$ cat config.mk
export PLATFORM = sky130hd
export DESIGN_NAME = pc_seq_unit_flat
export DESIGN_NICKNAME = d
export VERILOG_FILES = /design/src/rtl/pc_seq_unit_if.sv /design/src/rtl/pc_seq_unit.sv /design/src/flat_wrapper.sv
export SDC_FILE = /design/constraint.sdc
export NUM_CORES = 1
export LEC_CHECK = 0
export CORE_AREA = 10 10 146 148
export CTS_CLUSTER_DIAMETER = 30
export DETAILED_ROUTE_END_ITERATION = 6
export DIE_AREA = 0 0 156 158
export PLACE_DENSITY = 0.79
export SYNTH_ARGS = -nofsm -noshare
export SYNTH_HDL_FRONTEND = slang
export SYNTH_SLANG_ARGS = --single-unit
$ cat constraint.sdc
create_clock -name clk -period 5.55 [get_ports clk]
set_clock_uncertainty 0.05 [all_clocks]
set_input_delay 1.3875 -clock clk [delete_from_list [all_inputs] [get_ports clk]]
set_output_delay 1.3875 -clock clk [all_outputs]
set_load 0.05 [all_outputs]
$ cat src/rtl/pc_seq_unit_if.sv
// Fetch-side bundle between control unit and PC sequencer.
// Control unit drives redirects; the PC unit returns fetch state.
interface pc_seq_unit_if #(
  parameter int AW = 32
);
  logic          pause;
  logic          PcSel;
  logic [AW-1:0] Adress;
  logic          Jump;
  logic [25:0]   Jumpaddr;
  logic          JumpReg;
  logic [AW-1:0] RegAddr;
  logic          Call;
  logic          Ret;
  logic [AW-1:0] PC;
  logic [4:0]    RasDepth;
  logic          Halted;
  logic          RasOvf;
  logic          RasUdf;
  logic          AlignErr;

  modport master (
    output pause, PcSel, Adress, Jump, Jumpaddr,
    output JumpReg, RegAddr, Call, Ret,
    input  PC, RasDepth, Halted,
    input  RasOvf, RasUdf, AlignErr
  );

  modport slave (
    input  pause, PcSel, Adress, Jump, Jumpaddr,
    input  JumpReg, RegAddr, Call, Ret,
    output PC, RasDepth, Halted,
    output RasOvf, RasUdf, AlignErr
  );
endinterface

$ cat src/rtl/pc_seq_unit.sv
// Next-PC sequencer: fixed-priority redirects, limit-gated
// increment and a circular return-address stack.
module pc_seq_unit #(
  parameter int            AW        = 32,
  parameter logic [AW-1:0] RESET_PC  = '0,
  parameter logic [AW-1:0] PC_LIMIT  = AW'(32'h6C),
  parameter int            RAS_DEPTH = 4
) (
  input  logic clk,
  input  logic PcReSet,
  pc_seq_unit_if.slave bus
);
  localparam int PW = $clog2(RAS_DEPTH);
  localparam logic [4:0]    DMAX = 5'(RAS_DEPTH);
  localparam logic [PW-1:0] PMAX = PW'(RAS_DEPTH - 1);

  logic [AW-1:0] pc_q, pc_d;
  logic [4:0]    depth_q, depth_d, depth_pop;
  logic [PW-1:0] sp_q, sp_d, sp_pop, sp_top;
  logic          ovf_q, ovf_d;
  logic          udf_q, udf_d;
  logic          aln_q, aln_d;
  logic [AW-1:0] ras_q [RAS_DEPTH];
  logic          ras_we;
  logic [PW-1:0] ras_wa;

  logic [AW-1:0] seq, reg_pc, jmp_pc, br_pc;
  logic          empty, pop, push, reg_tgt;

  assign seq    = pc_q + AW'(4);
  assign empty  = (depth_q == 5'd0);
  assign sp_top = (sp_q == '0) ? PMAX : sp_q - PW'(1);
  assign reg_pc = {bus.RegAddr[AW-1:2], 2'b00};
  assign br_pc  = seq + (bus.Adress << 2);

  // Only the low 28 bits come from the J-type index.
  always_comb begin
    jmp_pc        = seq;
    jmp_pc[27:0]  = {bus.Jumpaddr, 2'b00};
  end

  always_comb begin
    pc_d      = pc_q;
    depth_d   = depth_q;
    sp_d      = sp_q;
    ovf_d     = ovf_q;
    udf_d     = udf_q;
    aln_d     = aln_q;
    ras_we    = 1'b0;
    ras_wa    = sp_q;
    reg_tgt   = 1'b0;
    pop       = 1'b0;
    push      = 1'b0;
    sp_pop    = sp_q;
    depth_pop = depth_q;
    if (!bus.pause) begin
      if (bus.Ret) begin
        if (!empty) begin
          pc_d = ras_q[sp_top];
          pop  = 1'b1;
        end else begin
          pc_d    = reg_pc;
          reg_tgt = 1'b1;
          udf_d   = 1'b1;
        end
      end else if (bus.JumpReg) begin
        pc_d    = reg_pc;
        reg_tgt = 1'b1;
      end else if (bus.Jump) begin
        pc_d = jmp_pc;
      end else if (bus.PcSel) begin
        pc_d = br_pc;
      end else if (pc_q < PC_LIMIT) begin
        pc_d = seq;
      end

      if (reg_tgt && bus.RegAddr[1:0] != 2'b00)
        aln_d = 1'b1;

      push = bus.Call &
             (bus.Jump | bus.JumpReg | bus.Ret);

      // Pop first so Call+Ret overwrites the popped top.
      if (pop) begin
        sp_pop    = sp_top;
        depth_pop = depth_q - 5'd1;
      end
      sp_d    = sp_pop;
      depth_d = depth_pop;

      if (push) begin
        ras_we = 1'b1;
        ras_wa = sp_pop;
        sp_d   = (sp_pop == PMAX) ? '0 : sp_pop + PW'(1);
        if (depth_pop == DMAX)
          ovf_d = 1'b1;
        else
          depth_d = depth_pop + 5'd1;
      end
    end
  end

  always_ff @(posedge clk or posedge PcReSet) begin
    if (PcReSet) begin
      pc_q    <= RESET_PC;
      depth_q <= 5'd0;
      sp_q    <= '0;
      ovf_q   <= 1'b0;
      udf_q   <= 1'b0;
      aln_q   <= 1'b0;
    end else begin
      pc_q    <= pc_d;
      depth_q <= depth_d;
      sp_q    <= sp_d;
      ovf_q   <= ovf_d;
      udf_q   <= udf_d;
      aln_q   <= aln_d;
    end
  end

  always_ff @(posedge clk) begin
    if (ras_we)
      ras_q[ras_wa] <= seq;
  end

  assign bus.PC       = pc_q;
  assign bus.RasDepth = depth_q;
  assign bus.Halted   = (pc_q >= PC_LIMIT);
  assign bus.RasOvf   = ovf_q;
  assign bus.RasUdf   = udf_q;
  assign bus.AlignErr = aln_q;
endmodule

$ cat src/flat_wrapper.sv
// flat-port wrapper written by rule: the top's interface ports become plain ports
module pc_seq_unit_flat 
#(
  parameter int            AW        = 32,
  parameter logic [AW-1:0] RESET_PC  = '0,
  parameter logic [AW-1:0] PC_LIMIT  = AW'(32'h6C),
  parameter int            RAS_DEPTH = 4
)
  (clk, PcReSet, bus_pause, bus_PcSel, bus_Adress, bus_Jump, bus_Jumpaddr, bus_JumpReg, bus_RegAddr, bus_Call, bus_Ret, bus_PC, bus_RasDepth, bus_Halted, bus_RasOvf, bus_RasUdf, bus_AlignErr);
  pc_seq_unit_if #(.AW(AW)) bus_i ();
  input  logic clk;
  input  logic PcReSet;
  input wire logic [$bits(bus_i.pause)-1:0] bus_pause;
  input wire logic [$bits(bus_i.PcSel)-1:0] bus_PcSel;
  input wire logic [$bits(bus_i.Adress)-1:0] bus_Adress;
  input wire logic [$bits(bus_i.Jump)-1:0] bus_Jump;
  input wire logic [$bits(bus_i.Jumpaddr)-1:0] bus_Jumpaddr;
  input wire logic [$bits(bus_i.JumpReg)-1:0] bus_JumpReg;
  input wire logic [$bits(bus_i.RegAddr)-1:0] bus_RegAddr;
  input wire logic [$bits(bus_i.Call)-1:0] bus_Call;
  input wire logic [$bits(bus_i.Ret)-1:0] bus_Ret;
  output wire logic [$bits(bus_i.PC)-1:0] bus_PC;
  output wire logic [$bits(bus_i.RasDepth)-1:0] bus_RasDepth;
  output wire logic [$bits(bus_i.Halted)-1:0] bus_Halted;
  output wire logic [$bits(bus_i.RasOvf)-1:0] bus_RasOvf;
  output wire logic [$bits(bus_i.RasUdf)-1:0] bus_RasUdf;
  output wire logic [$bits(bus_i.AlignErr)-1:0] bus_AlignErr;
  assign bus_i.pause = bus_pause;
  assign bus_i.PcSel = bus_PcSel;
  assign bus_i.Adress = bus_Adress;
  assign bus_i.Jump = bus_Jump;
  assign bus_i.Jumpaddr = bus_Jumpaddr;
  assign bus_i.JumpReg = bus_JumpReg;
  assign bus_i.RegAddr = bus_RegAddr;
  assign bus_i.Call = bus_Call;
  assign bus_i.Ret = bus_Ret;
  assign bus_PC = bus_i.PC;
  assign bus_RasDepth = bus_i.RasDepth;
  assign bus_Halted = bus_i.Halted;
  assign bus_RasOvf = bus_i.RasOvf;
  assign bus_RasUdf = bus_i.RasUdf;
  assign bus_AlignErr = bus_i.AlignErr;
  pc_seq_unit #(.AW(AW), .RESET_PC(RESET_PC), .PC_LIMIT(PC_LIMIT), .RAS_DEPTH(RAS_DEPTH)) u_core (.clk(clk), .PcReSet(PcReSet), .bus(bus_i));
endmodule
==> results.sh, run 1 <==
export IMPL_drv_slew=0
export IMPL_pwr_density_cell_nw_per_um2=555
export IMPL_maxCapViolCount=0
export IMPL_max_freq_ghz=0.208
export IMPL_dieArea_sq_um=24600
export IMPL_first_pass_iters=7
export IMPL_rr_worst_depth=14
export IMPL_holdPathStages=1
export IMPL_power_frac_clock_pct=18.1
export IMPL_cp_arrival_ns=5.12
export IMPL_ys_seq_area_share_pct=49.2
export IMPL_synthMuxAreaShare_pct=8.28
export IMPL_synthXorXnorAreaFrac_pct=5.49
export IMPL_start_util_pct=54.0
export IMPL_p_sw_share_pct=43.3
export IMPL_die_h_um=158
export IMPL_start_kind="register"
export IMPL_yosys_most_used_dff="edfxtp_1"
export IMPL_r2r_end="u_core.bus.PC[31]"
export IMPL_cts_clk_slew_worst_paths_ns=0.07
export IMPL_crit_path_end_kind="register"
export IMPL_cts_tree="done"
export IMPL_synth_edff_count=128
export IMPL_final_common_cell="clkdlybuf4s50_1"
export IMPL_post_synth_num_cell_types=78
export IMPL_netlist_instances=879
export IMPL_hold_path_class="register to register"
export IMPL_worstReg2RegStart="u_core.bus.PC[7]"
export IMPL_r2r_slack_ns=0.75
export IMPL_tightest_slew_ns=1.11
export IMPL_setup_tns_ns=0
export IMPL_hold_path_startpoint="u_core.bus.RasUdf"
export IMPL_n_antenna_cell=0
export IMPL_drc=0
export IMPL_drtIter0Drc=1068
export IMPL_ys_seq_elements=170
export IMPL_die_w_um=156
export IMPL_period_minus_slack_ns=4.80
export IMPL_cp_max_fo=7
export IMPL_p_comb_share_pct=51.9
export IMPL_wl_per_cell_um=23.9
export IMPL_io_buffers=136
export IMPL_hpwl_um=21900
export IMPL_hold_violations=0
export IMPL_placed_cell_area_sq_um=11600
export IMPL_path_class="register to register"
export IMPL_syn_area_sq_um=9960
export IMPL_clk_path_buf_depth=2
export IMPL_rows=50
export IMPL_relSlewSlack_pct=25.9
export IMPL_final_util_pct=66.2
export IMPL_required_ns=5.87
export IMPL_antenna_found_initial=0
export IMPL_cts_buffers=17
export IMPL_synth_fp_nets=1019
export IMPL_whs_endpoint="u_core.bus.RasUdf"
export IMPL_ctsHoldBuffers=0
export IMPL_ctsResizeCount=0
export IMPL_rsz0062_at_grt="no"
export IMPL_antenna_left=0
export IMPL_peakVddDrop_mv=0.266
export IMPL_totalWireLength_um=30100
export IMPL_yosysWarningCount=0
export IMPL_track_usage_pct=24.3
export IMPL_avgSynthCellArea_sq_um=11.3
export IMPL_final_area_sq_um=12200
export IMPL_synth_fa_ha_area_share_pct=5.35
export IMPL_htree_levels=4
export IMPL_synth_top_family_by_area="compound AO/OA/AOI/OAI gates"
export IMPL_postCtsSetupBuffers=0
export IMPL_p_sw_w=0.00293
export IMPL_period_share_pct=86.6
export IMPL_num_io_pins=139
export IMPL_fin_nets=1150
export IMPL_clock_latency_ns=0.44
export IMPL_first_global_vias=8112
export IMPL_clock_sinks=170
export IMPL_overflow=0
export IMPL_mostFrequentLayoutCells="clkdlybuf4s50_1 (136), edfxtp_1 (128), nand2_1 (73), nor2_1 (68), a21oi_1 (67)"
export IMPL_outcome="finished, final reports clean"
export IMPL_p_leak_nw=4.41
export IMPL_design_core_area_sq_um=18500
export IMPL_globalplace_congestion=0.936
export IMPL_drive_gt1_share_pct=11.6
export IMPL_power_internal_w=0.00385
export IMPL_root_buffer="clkbuf_16"
export IMPL_async_flop_share_pct=24.7
export IMPL_viasPerCell=6.53
export IMPL_synth_compound_area_share_pct=16.5
export IMPL_synthSimpleGateAreaFrac_pct=11.9
export IMPL_vias=8204
export IMPL_area_delta_synth_final_pct=22.6
export IMPL_seqPwrFrac_pct=30.0
export IMPL_setup_viol=0
export IMPL_grt_pass1_wl_um=45900
export IMPL_crit_path_start="u_core.bus.PC[7]"
export IMPL_grt_start_max_net_pins=43
[metal layers]
metal	vias to the layer above	GRT usage [%]	routed length, um
met4	0	10.6	985
li1	3654	-	-
met2	507	37.1	13900
met3	70	6.62	3430
met5	-	0	0
met1	3973	31.9	11800
[stage by stage]
step	total power [W]	instances	hold slack, ns	setup WS (ns)
after floorplan	0.00443	879	0.419	0.733
after global placement	0.00541	1225	0.389	1.00
after detailed placement	0.00549	1225	0.396	0.935
after CTS	0.00673	1257	0.408	0.866
after global routing	0.00712	1257	0.415	0.609
final	0.00678	1257	0.403	0.746
[sequential cells by signal (all words and copies together) (netlist names)]
name,flops
u_core.bus.RasUdf,1
u_core.sp_q,2
u_core.bus.PC,32
u_core.bus.RasOvf,1
u_core.bus.AlignErr,1
u_core.ras_q,128
u_core.bus.RasDepth,5
[critical path: stages (launching register included)]
cell and delay [ns]:
dfrtp_1 0.54, nand4_2 0.18, or2_4 0.32, nor3_1 0.59, nand3_1 0.18, xnor2_1 0.65, ha_1 0.45, nand4_1 0.17
nor2_1 0.06, o21ai_0 0.15, a31oi_1 0.24, a31o_2 0.31, a41oi_1 0.35, mux2_2 0.39, o21ai_2 0.11
[synth_stat cells, drive strengths merged (11+ instances only)]
cell type / instances / area, sq um
xor2: 21 / 191
nor3: 15 / 91.3
a21o: 17 / 128
nand3: 33 / 170
o21ai: 50 / 254
a21oi: 67 / 335
o22ai: 12 / 75.1
a31oi: 14 / 93.8
dfrtp: 42 / 1050
a22oi: 13 / 97.6
o211ai: 11 / 82.6
ha: 41 / 513
nand4: 12 / 87.6
inv: 22 / 82.6
nand2: 73 / 274
nor2: 72 / 273
edfxtp: 128 / 3840
clkbuf: 23 / 87.6
buf: 22 / 148
xnor2: 38 / 355
mux4: 32 / 721
[cells by family (layout without fill, tap and decap cells)]
group / Yosys count / after routing
flip-flops: 170 / 170
XOR/XNOR: 59 / 59
buffers and inverters: 68 / 212
AND/OR/NAND/NOR: 245 / 245
AO/OA/AOI/OAI: 253 / 253
multiplexers: 42 / 42
adder cells (fa/ha/maj): 42 / 42
[how the worst max path moves through the flow]
| stage | end | slack (ns) | depth (start not counted) |
|---|---|---|---|
| after CTS | bus_Halted | 0.87 | 5 |
| after global routing | u_core.bus.PC[31] | 0.61 | 13 |
| after global placement | u_core.bus.PC[31] | 1.00 | 14 |
| after floorplan | u_core.ras_q[2][0] | 0.73 | 5 |
| final | u_core.bus.PC[31] | 0.75 | 14 |
| after detailed placement | u_core.bus.PC[31] | 0.93 | 14 |
[layout make-up]
| type | count | area [sq um] |
|---|---|---|
| fill | 1400 | 6240 |
| sequential | 170 | 4890 |
| multi-input combinational | 641 | 4810 |
| timing repair buffer | 157 | 1520 |
| clock buffer | 17 | 425 |
| tap | 234 | 293 |
| clock inverter | 15 | 186 |
| inverter | 23 | 86.3 |
[power groups by stage]
| stage | registers [W] | clock network, W | logic [W] |
|---|---|---|---|
| final | 0.00203 | 0.00123 | 0.00352 |
| after global routing | 0.00205 | 0.00130 | 0.00376 |
| after CTS | 0.00202 | 0.00124 | 0.00347 |
| after detailed placement | 0.00204 | 0 | 0.00344 |
| after global placement | 0.00203 | 0 | 0.00338 |
| after floorplan | 0.00233 | 0 | 0.00211 |
(Power assumes the default switching activity.)
==> run 2, diff against run 1 <==
Settings changed: RECOVER_POWER from default to 50.
==> run 2 against run 1 <==
Compared with the run above:
- the flow now finishes with violations (max-capacitance violations, max-slew violations)
- global-route usage did not move
- critical path type unchanged
- routed wire length barely moved
- register-to-register slack got worse by 0.09 ns
- non-clock buffer count did not move
- sequential cell count did not move
- largest power group unchanged
- clock power barely moved
- design area fell by 0.68%
- setup slack got worse by 0.094 ns
- critical endpoint unchanged
- via count fell by 1.0%
- cell count did not move
==> results.sh, run 2 (synthesis gave the netlist of run 1 again) <==
export IMPL_power_frac_clock_pct=18.3
export IMPL_critPathSlowestCell="nor3_1"
export IMPL_slowest_delay_ns=0.63
export IMPL_root_buffer="clkbuf_16"
export IMPL_p_leak_nw=4.34
export IMPL_clock_sinks=170
export IMPL_area_delta_synth_final_pct=21.8
export IMPL_hold_path_class="register to register"
export IMPL_setup_viol=0
export IMPL_drive_gt1_share_pct=10.3
export IMPL_rsz0062_at_grt="no"
export IMPL_seqPwrFrac_pct=30.0
export IMPL_required_ns=5.87
export IMPL_first_global_vias=8112
export IMPL_design_core_area_sq_um=18500
export IMPL_cp_top_family="simple AND/OR/NAND/NOR gates"
export IMPL_grt_start_max_net_pins=43
export IMPL_largest_reg_flops=128
export IMPL_holdPathStages=1
export IMPL_antenna_left=0
export IMPL_p_sw_w=0.00292
export IMPL_pwr_density_cell_nw_per_um2=555
export IMPL_ctsHoldBuffers=0
export IMPL_drv_slew=57
export IMPL_postCtsSetupBuffers=0
export IMPL_maxCapViolCount=2
export IMPL_max_freq_ghz=0.204
export IMPL_drtIter0Drc=1119
export IMPL_crit_chain="nand4_1 -> or2_0 -> nor3_1 -> and2_0 -> nand3_2 -> xnor2_1 -> ha_1 -> a21o_1 -> a21o_1 -> a21o_1 -> a31o_2 -> a41oi_1 -> mux2_2 -> o21ai_2"
export IMPL_tightest_slew_ns=2.64
export IMPL_mostFrequentLayoutCells="edfxtp_1 (128), clkdlybuf4s50_1 (118), nand2_1 (73), nor2_1 (68), a21oi_1 (67)"
export IMPL_ctsResizeCount=0
export IMPL_totalWireLength_um=30000
export IMPL_start_kind="register"
export IMPL_viasPerCell=6.46
export IMPL_htree_levels=4
export IMPL_start_util_pct=54.0
export IMPL_track_usage_pct=24.3
export IMPL_setup_tns_ns=0
export IMPL_path_class="register to register"
export IMPL_die_h_um=158
export IMPL_whs_endpoint="u_core.bus.RasUdf"
export IMPL_clk_path_buf_depth=2
export IMPL_n_antenna_cell=0
export IMPL_vias=8120
export IMPL_antenna_found_initial=0
export IMPL_io_buffers=136
export IMPL_crit_path_end_kind="register"
export IMPL_rr_worst_depth=14
export IMPL_wl_per_cell_um=23.9
export IMPL_period_share_pct=88.3
export IMPL_r2r_slack_ns=0.65
export IMPL_crit_path_frequent_cell="a21o_1"
export IMPL_p_comb_share_pct=51.8
export IMPL_p_sw_share_pct=43.3
export IMPL_first_pass_iters=5
export IMPL_outcome="finished with violations"
export IMPL_cts_clk_slew_worst_paths_ns=0.06
export IMPL_hpwl_um=21900
export IMPL_worstReg2RegStart="u_core.bus.PC[7]"
export IMPL_hold_violations=0
export IMPL_power_internal_w=0.00381
export IMPL_period_minus_slack_ns=4.90
export IMPL_top_register="u_core.ras_q"
export IMPL_r2r_end="u_core.bus.PC[31]"
export IMPL_violations="max-capacitance violations, max-slew violations"
export IMPL_num_io_pins=139
export IMPL_die_w_um=156
export IMPL_cp_max_fo=7
export IMPL_globalplace_congestion=0.936
export IMPL_drc=0
export IMPL_cts_buffers=17
export IMPL_grt_pass1_wl_um=45900
export IMPL_clock_latency_ns=0.44
export IMPL_total_power_w=0.00673
export IMPL_relSlewSlack_pct=-77.5
export IMPL_nFillCells=1417
export IMPL_cp_arrival_ns=5.21
export IMPL_dieArea_sq_um=24600
export IMPL_rows=50
export IMPL_cts_tree="done"
export IMPL_overflow=0
export IMPL_hold_path_startpoint="u_core.bus.RasUdf"
export IMPL_cp_buffers_inverters=0
export IMPL_peakVddDrop_mv=0.266
export IMPL_final_common_cell="edfxtp_1"
export IMPL_fin_nets=1150
[run 2: cell types whose count changed in the layout (fill, tap and decap cells not counted), sizes merged]
cell / delta
buf: -4
clkbuf: +4
clkdlybuf4s50: -18
dlygate4sd3: +18
[run 2: power by group through the flow]
stage                     clock (W)  combinational [W]  sequential (W)
after floorplan                   0            0.00211         0.00233
after global placement            0            0.00338         0.00203
after detailed placement          0            0.00344         0.00204
after CTS                   0.00124            0.00347         0.00202
after global routing        0.00130            0.00373         0.00204
final                       0.00123            0.00348         0.00202
[run 2: how the worst max path moves through the flow]
stage | cells past startpoint | to | startpoint
after CTS | 5 | bus_Halted | u_core.bus.PC[20]
after detailed placement | 14 | u_core.bus.PC[31] | u_core.bus.PC[7]
final | 14 | u_core.bus.PC[31] | u_core.bus.PC[7]
after floorplan | 5 | u_core.ras_q[2][0] | bus_Ret
after global placement | 14 | u_core.bus.PC[31] | u_core.bus.PC[7]
after global routing | 14 | u_core.bus.PC[31] | u_core.bus.PC[7]
[run 2: final cells by class]
cell class | instances | area, sq um | share of cell area [%]
Tap cell | 234 | 293 | 2.41
Clock inverter | 15 | 186 | 1.54
Sequential cell | 170 | 4890 | 40.4
Multi-Input combinational cell | 641 | 4740 | 39.1
Inverter | 23 | 86.3 | 0.712
Timing Repair Buffer | 157 | 1500 | 12.4
Clock buffer | 17 | 425 | 3.51
[run 2: per-stage QoR]
stage          cells  setup WS [ns]  util, %  hold WS [ns]  instance area, sq um
2_1_floorplan    879          0.733        -         0.419                  9960
3_3_place_gp    1225           1.00     62.8         0.389                 11600
3_5_place_dp    1225          0.935     62.8         0.396                 11600
4_1_cts         1257          0.866     66.2         0.408                 12200
5_1_grt         1257          0.441     65.7         0.410                 12100
6_report        1257          0.652     65.7         0.398                 12100
[run 2: per-layer routing]
metal  vias to the layer above  share of wire (%)  wire length, um  global-route usage, %
li1                       3660                  -                -                      -
met1                      3909                 39            11900                   31.9
met2                       485                 46            13900                   37.1
met3                        66                 11             3370                   6.62
met4                         0                3.1              942                   10.6
met5                         -                  0                0                      0
